**src/rtl/hex_digit_scanner.sv**
```systemverilog
`default_nettype none
// ============================================================================
// Module   : hex_digit_scanner
// Purpose  : Time-multiplexed scanner for a row of 7-segment hex digits.
//            Holds one frame of NUM_DIGITS 4-bit digits and presents one
//            digit at a time to the segment decoders. A one-hot enable marks
//            the active position. New frames arrive through a valid/ready
//            handshake and are committed only at the frame boundary, so a
//            scan never shows a mix of two frames.
// Revision : 1.0 - initial release
// ----------------------------------------------------------------------------
// Parameters
//   NUM_DIGITS  number of display positions scanned (2..8)
//   PRESCALE    clock cycles per digit slot (>= 2)
// Ports
//   clock       in   rising-edge clock
//   resetn      in   asynchronous active-low reset
//   load_valid  in   upstream offers a frame on load_data
//   load_ready  out  scanner can accept a frame this cycle (registered)
//   load_data   in   frame, digit k in bits [4k+3:4k]
//   digit_out   out  current digit to the decoder (bit 3 -> c3 ... bit 0 -> c0)
//   digit_en    out  one-hot enable of the active position
//   blank       out  high while no position is enabled
// Build option
//   SCANNER_BLANK_EN  when defined, every slot change is preceded by a
//                     one-cycle gap with all positions disabled (blank=1).
//                     When undefined, blank is always 0.
// ============================================================================
module hex_digit_scanner #(
    parameter int NUM_DIGITS = 4,
    parameter int PRESCALE   = 50000
) (
    input  logic                    clock,
    input  logic                    resetn,
    input  logic                    load_valid,
    output logic                    load_ready,
    input  logic [4*NUM_DIGITS-1:0] load_data,
    output logic [3:0]              digit_out,
    output logic [NUM_DIGITS-1:0]   digit_en,
    output logic                    blank
);

    localparam int DATA_W = 4 * NUM_DIGITS;
    localparam int IDX_W  = $clog2(NUM_DIGITS);
    localparam int PCNT_W = $clog2(PRESCALE);

    localparam logic [PCNT_W-1:0]     c_pcnt_max = PCNT_W'(PRESCALE - 1);
    localparam logic [IDX_W-1:0]      c_idx_last = IDX_W'(NUM_DIGITS - 1);
    localparam logic [NUM_DIGITS-1:0] c_en_pos0  = NUM_DIGITS'(1);

    // ------------------------------------------------------------------
    // State
    // ------------------------------------------------------------------
    logic [PCNT_W-1:0]     r_pcnt;
    logic [IDX_W-1:0]      r_idx;
    logic [DATA_W-1:0]     r_disp;
    logic [DATA_W-1:0]     r_pend;
    logic                  r_pfull;
    logic                  r_load_ready;
    logic [3:0]            r_digit_out;
    logic [NUM_DIGITS-1:0] r_digit_en;
    logic                  r_blank;

    // ------------------------------------------------------------------
    // Next-state decode
    // ------------------------------------------------------------------
    logic                  w_tick;
    logic                  w_wrap;
    logic                  w_transfer;
    logic                  w_commit;
    logic                  w_pfull_next;
    logic [IDX_W-1:0]      w_next_idx;
    logic [DATA_W-1:0]     w_disp_eff;
    logic [DATA_W-1:0]     w_shifted;
    logic [3:0]            w_next_digit;
    logic [NUM_DIGITS-1:0] w_next_en;

    assign w_tick     = (r_pcnt == c_pcnt_max);
    assign w_wrap     = w_tick && (r_idx == c_idx_last);
    assign w_transfer = load_valid && r_load_ready;
    assign w_commit   = w_wrap && r_pfull;

    // Transfer needs pfull=0 and commit needs pfull=1, so the two never
    // coincide. A word transferred on a wrap tick lands in pend only and
    // waits for the next wrap; it is never bypassed into the display.
    assign w_pfull_next = w_transfer ? 1'b1 : (w_commit ? 1'b0 : r_pfull);

    assign w_next_idx = w_wrap ? '0 : r_idx + 1'b1;

    // The digit shown after a committing wrap tick comes from the frame
    // being committed, not from the outgoing display contents.
    assign w_disp_eff   = w_commit ? r_pend : r_disp;
    assign w_shifted    = w_disp_eff >> {w_next_idx, 2'b00};
    assign w_next_digit = w_shifted[3:0];
    assign w_next_en    = c_en_pos0 << w_next_idx;

`ifdef SCANNER_BLANK_EN
    // During the blanking gap r_idx already points at the new position.
    logic [NUM_DIGITS-1:0] w_idx_en;
    assign w_idx_en = c_en_pos0 << r_idx;
`endif

    // ------------------------------------------------------------------
    // Sequential logic
    // ------------------------------------------------------------------
    always_ff @(posedge clock or negedge resetn) begin
        if (!resetn) begin
            r_pcnt       <= '0;
            r_idx        <= '0;
            r_disp       <= '0;
            r_pend       <= '0;
            r_pfull      <= 1'b0;
            r_load_ready <= 1'b1;
            r_digit_out  <= 4'h0;
            r_digit_en   <= c_en_pos0;
            r_blank      <= 1'b0;
        end else begin
            r_pcnt <= w_tick ? '0 : r_pcnt + 1'b1;

            if (w_tick) begin
                r_idx <= w_next_idx;
            end

            if (w_transfer) begin
                r_pend <= load_data;
            end

            if (w_commit) begin
                r_disp <= r_pend;
            end

            r_pfull      <= w_pfull_next;
            r_load_ready <= !w_pfull_next;

            if (w_tick) begin
                r_digit_out <= w_next_digit;
`ifdef SCANNER_BLANK_EN
                r_digit_en  <= '0;
                r_blank     <= 1'b1;
            end else if (r_blank) begin
                // PRESCALE >= 2 guarantees no tick lands inside the gap.
                r_digit_en  <= w_idx_en;
                r_blank     <= 1'b0;
`else
                r_digit_en  <= w_next_en;
`endif
            end
        end
    end

    // ------------------------------------------------------------------
    // Outputs
    // ------------------------------------------------------------------
    assign load_ready = r_load_ready;
    assign digit_out  = r_digit_out;
    assign digit_en   = r_digit_en;
    assign blank      = r_blank;

endmodule
`default_nettype wire

```
**config.mk**
```make
export PLATFORM = sky130hd
export DESIGN_NAME = hex_digit_scanner
export DESIGN_NICKNAME = d
export VERILOG_FILES = /design/src/rtl/hex_digit_scanner.sv
export SDC_FILE = /design/constraint.sdc
export NUM_CORES = 1
export LEC_CHECK = 0
export CORE_MARGIN = 1.5
export CORE_UTILIZATION = 44
export DETAILED_ROUTE_END_ITERATION = 7
export PLACE_DENSITY_LB_ADDON = 0.25
export REMOVE_ABC_BUFFERS = 1
export SYNTH_ARGS = -nofsm -noshare
export SYNTH_HDL_FRONTEND = slang
export SYNTH_SLANG_ARGS = --single-unit
export TNS_END_PERCENT = 50
```
**constraint.sdc**
```tcl
create_clock -name clock -period 4.79 [get_ports clock]
set_input_delay 1.437 -clock clock [delete_from_list [all_inputs] [get_ports clock]]
set_output_delay 1.437 -clock clock [all_outputs]
set_load 0.02 [all_outputs]
```
==> results.sh <==
export IMPL_cts_sinks=60
export IMPL_grt_pass1_wl_mm=8.024
export IMPL_path_depth=1
export IMPL_numCtsBuffers=9
export IMPL_clk_pin_slew_worst_paths_ns=0.07
export IMPL_ios=29
export IMPL_via_per_inst=5.211
export IMPL_max_slew_margin_pct=34.92
export IMPL_rows=28
export IMPL_synth_area_top_cells="dfrtp_1, mux2_2, mux2_1"
export IMPL_slew_violations=0
export IMPL_gp_congestion=0.7662
export IMPL_netlist_area_leader_share_pct=53.63
export IMPL_die_height_um=81.43
export IMPL_synth_top_flop_cell="dfrtp_1"
export IMPL_ys_seq_area_share_pct=55.57
export IMPL_drv_cap=0
export IMPL_finalHoldViolations=0
export IMPL_synth_compound_area_share_pct=6.149
export IMPL_p_sw_mw=0.2466
export IMPL_p_seq_share_pct=50.5
export IMPL_cpPeakStageDelay_ns=0.60
export IMPL_drive_gt1_share_pct=20.56
export IMPL_reg2reg_slack_ns=2.31
export IMPL_ctsHoldBuffers=0
export IMPL_rsz0062_at_grt="false"
export IMPL_dp_hpwl_mm=3.086
export IMPL_die_width_um=81.43
export IMPL_syn_area_per_cell_sq_um=12.77
export IMPL_grt_pass1_vias=1700
export IMPL_finalNonFillerCells=323
export IMPL_netlist_area_sq_um=2706
export IMPL_synth_async_sr_flop_share_pct=100.0
export IMPL_hold_path_class="reg2reg"
export IMPL_cts_resized=0
export IMPL_syn_to_final_growth_pct=20.11
export IMPL_via_count=1683
export IMPL_worst_slew_pin_slew_ns=0.9763
export IMPL_setup_tns_ns=0
export IMPL_clock_fmax_mhz=343.5
export IMPL_end_kind="output port"
export IMPL_final_setup_viol_count=0
export IMPL_p_int_mw=0.8931
export IMPL_ys_warn_count=1
export IMPL_clock_latency_ns=0.33
export IMPL_arrival_ns=1.47
export IMPL_status="finished, final reports clean"
export IMPL_synthSimpleGateAreaFrac_pct=11.60
export IMPL_final_period_utilization_pct=60.78
export IMPL_ys_types=44
export IMPL_crit_chain="clkdlybuf4s50_1"
export IMPL_fin_crit_ns=2.911
export IMPL_crit_fanout=3
export IMPL_synth_seq_cells=60
export IMPL_clock_skew_ns=0.006364
export IMPL_wl_per_cell_um=14.24
export IMPL_htreeDepth=3
export IMPL_p_leak_nw=1.463
export IMPL_seqCellArea_sq_um=1504
export IMPL_drcViolationCount=0
export IMPL_synth_edf_count=0
export IMPL_io_buffers=27
export IMPL_fillCellCount=514
export IMPL_wirelength_mm=4.598
export IMPL_synth_top_family_by_area="multiplexers"
export IMPL_grt_max_degree=46
export IMPL_yosysTopAreaCell="dfrtp_1"
export IMPL_synthAdderAreaFrac_pct=2.774
export IMPL_clockBufferDepth=2
export IMPL_grt_usage_pct=16.56
export IMPL_antenna_found_initial=0
export IMPL_start_kind="flip-flop"
export IMPL_ant_nets=0
export IMPL_synthXorXnorAreaFrac_pct=3.883
export IMPL_place_area_sq_um=3029
export IMPL_final_net_count=268
export IMPL_muxShareOfSynthArea_pct=17.57
export IMPL_cts_tree="done"
export IMPL_ir_drop_v=0.0002130
export IMPL_r2r_end="r_disp[1]$_DFF_PN0_"
export IMPL_utilization_pct=54.90
export IMPL_postCtsSetupBuffers=0
export IMPL_drtIter0Drc=35
export IMPL_pwr_share_comb_pct=6.3
export IMPL_clockRootBuffer="clkbuf_8"
export IMPL_initial_core_util_pct=45.71
export IMPL_power_density_nw_per_um2=350.6
export IMPL_syn_inst=212
export IMPL_cp_slowest_cell="clkdlybuf4s50_1"
export IMPL_coreArea_sq_um=5921
export IMPL_r2r_cells=4
export IMPL_final_area_sq_um=3251
export IMPL_cp_endpoint="load_ready"
export IMPL_criticalPathCategory="reg2out"
export IMPL_firstDrtPassIters=4
export IMPL_worstReg2RegStart="r_pcnt[7]$_DFF_PN0_"
export IMPL_dp_cells=307
export IMPL_startpoint="load_ready$_DFF_PN1_"
export IMPL_diodes=0
export IMPL_multi_input_area_sq_um=1140
export IMPL_cp_num_buf_inv=1
export IMPL_die_area_sq_um=6630
export IMPL_clockPowerShare_pct=43.2
export IMPL_crit_required_ns=3.35
export IMPL_whs_path_depth=1
export IMPL_cp_top_family="buffers and inverters"
export IMPL_switching_share_pct=21.64
export IMPL_gr_total_overflow=0
-- sequential cells by signal, indices dropped and copies added, names as in the netlist --
signal / count
r_pcnt: 16
r_disp: 16
r_pfull: 1
r_idx: 2
digit_out: 4
digit_en: 4
load_ready: 1
r_pend: 16
-- power by group through the flow --
stage          sequential (mW)  clock, mW  combinational, mW
2_1_floorplan            0.577          0             0.0421
3_3_place_gp             0.585          0             0.0706
3_5_place_dp             0.586          0             0.0738
4_1_cts                  0.576      0.504             0.0738
5_1_grt                  0.581      0.524             0.0807
6_report                 0.576      0.493             0.0716
-- per-layer routing --
layer  global-route usage (%)  share of wire, %
met1                    22.91                50
met2                    23.72                44
met4                    9.828               2.6
met5                        0                 0
met3                    3.667               3.5
-- placed cells by master, fill, tap and decap left out, drive strengths merged, types with 3 or more instances in the layout --
master	Yosys	routed
o21ai	6	6
dfrtp	58	58
xnor2	6	6
xor2	6	6
mux2	36	36
clkdlybuf4s50	0	26
nor2	13	13
o22ai	3	3
nand2	13	13
and2	4	4
clkbuf	4	13
mux2i	7	7
nor3	3	3
nand4	6	6
ha	6	6
buf	5	3
inv	3	3
-- through the flow --
| step | hold slack [ns] | setup WS (ns) | total power [mW] |
|---|---|---|---|
| final | 0.4528 | 1.879 | 1.140 |
| after global routing | 0.4890 | 1.834 | 1.186 |
| after CTS | 0.4632 | 1.855 | 1.154 |
| after detailed placement | 0.4548 | 1.812 | 0.6596 |
| after global placement | 0.4441 | 1.865 | 0.6553 |
| after floorplan | 0.4245 | 1.962 | 0.6190 |
-- worst min path at each step --
stage / slack, ns / from / endpoint
6_report: 0.45 / r_pcnt[0]$_DFF_PN0_ / r_pcnt[0]$_DFF_PN0_
5_1_grt: 0.49 / r_pcnt[0]$_DFF_PN0_ / r_pcnt[0]$_DFF_PN0_
3_5_place_dp: 0.45 / r_pcnt[0]$_DFF_PN0_ / r_pcnt[0]$_DFF_PN0_
4_1_cts: 0.46 / r_pcnt[0]$_DFF_PN0_ / r_pcnt[0]$_DFF_PN0_
3_3_place_gp: 0.44 / r_pcnt[0]$_DFF_PN0_ / r_pcnt[0]$_DFF_PN0_
2_1_floorplan: 0.42 / r_pcnt[0]$_DFF_PN0_ / r_pcnt[0]$_DFF_PN0_
-- cell usage after synthesis (3+ instances only) --
cell type and count:
and2_1 3, clkbuf_1 4, dfrtp_1 58, ha_1 6
inv_1 3, mux2_1 10, mux2_2 26, mux2i_1 7
nand2_1 13, nand4_1 6, nor2_1 13, nor3_1 3
o21ai_0 6, o22ai_1 3, xnor2_1 6, xor2_1 6
-- kinds of logic (layout without fill, tap and decap cells) --
group | after synthesis | count (layout)
buf+inv | 12 | 48
xor+xnor | 12 | 12
compound gates | 23 | 23
mux | 43 | 43
simple gates | 55 | 55
flops | 60 | 60
other cells | 1 | 1
fa+ha+maj | 6 | 6
-- final cells by class --
class                           instances  area share (%)
Multi-Input combinational cell        140           35.07
Inverter                                3          0.3464
Timing Repair Buffer                   29           8.622
Sequential cell                        60           46.27
Tap cell                               75           2.887
Clock inverter                          3           1.309
Clock buffer                           13           5.504
(Power assumes the default switching activity.)
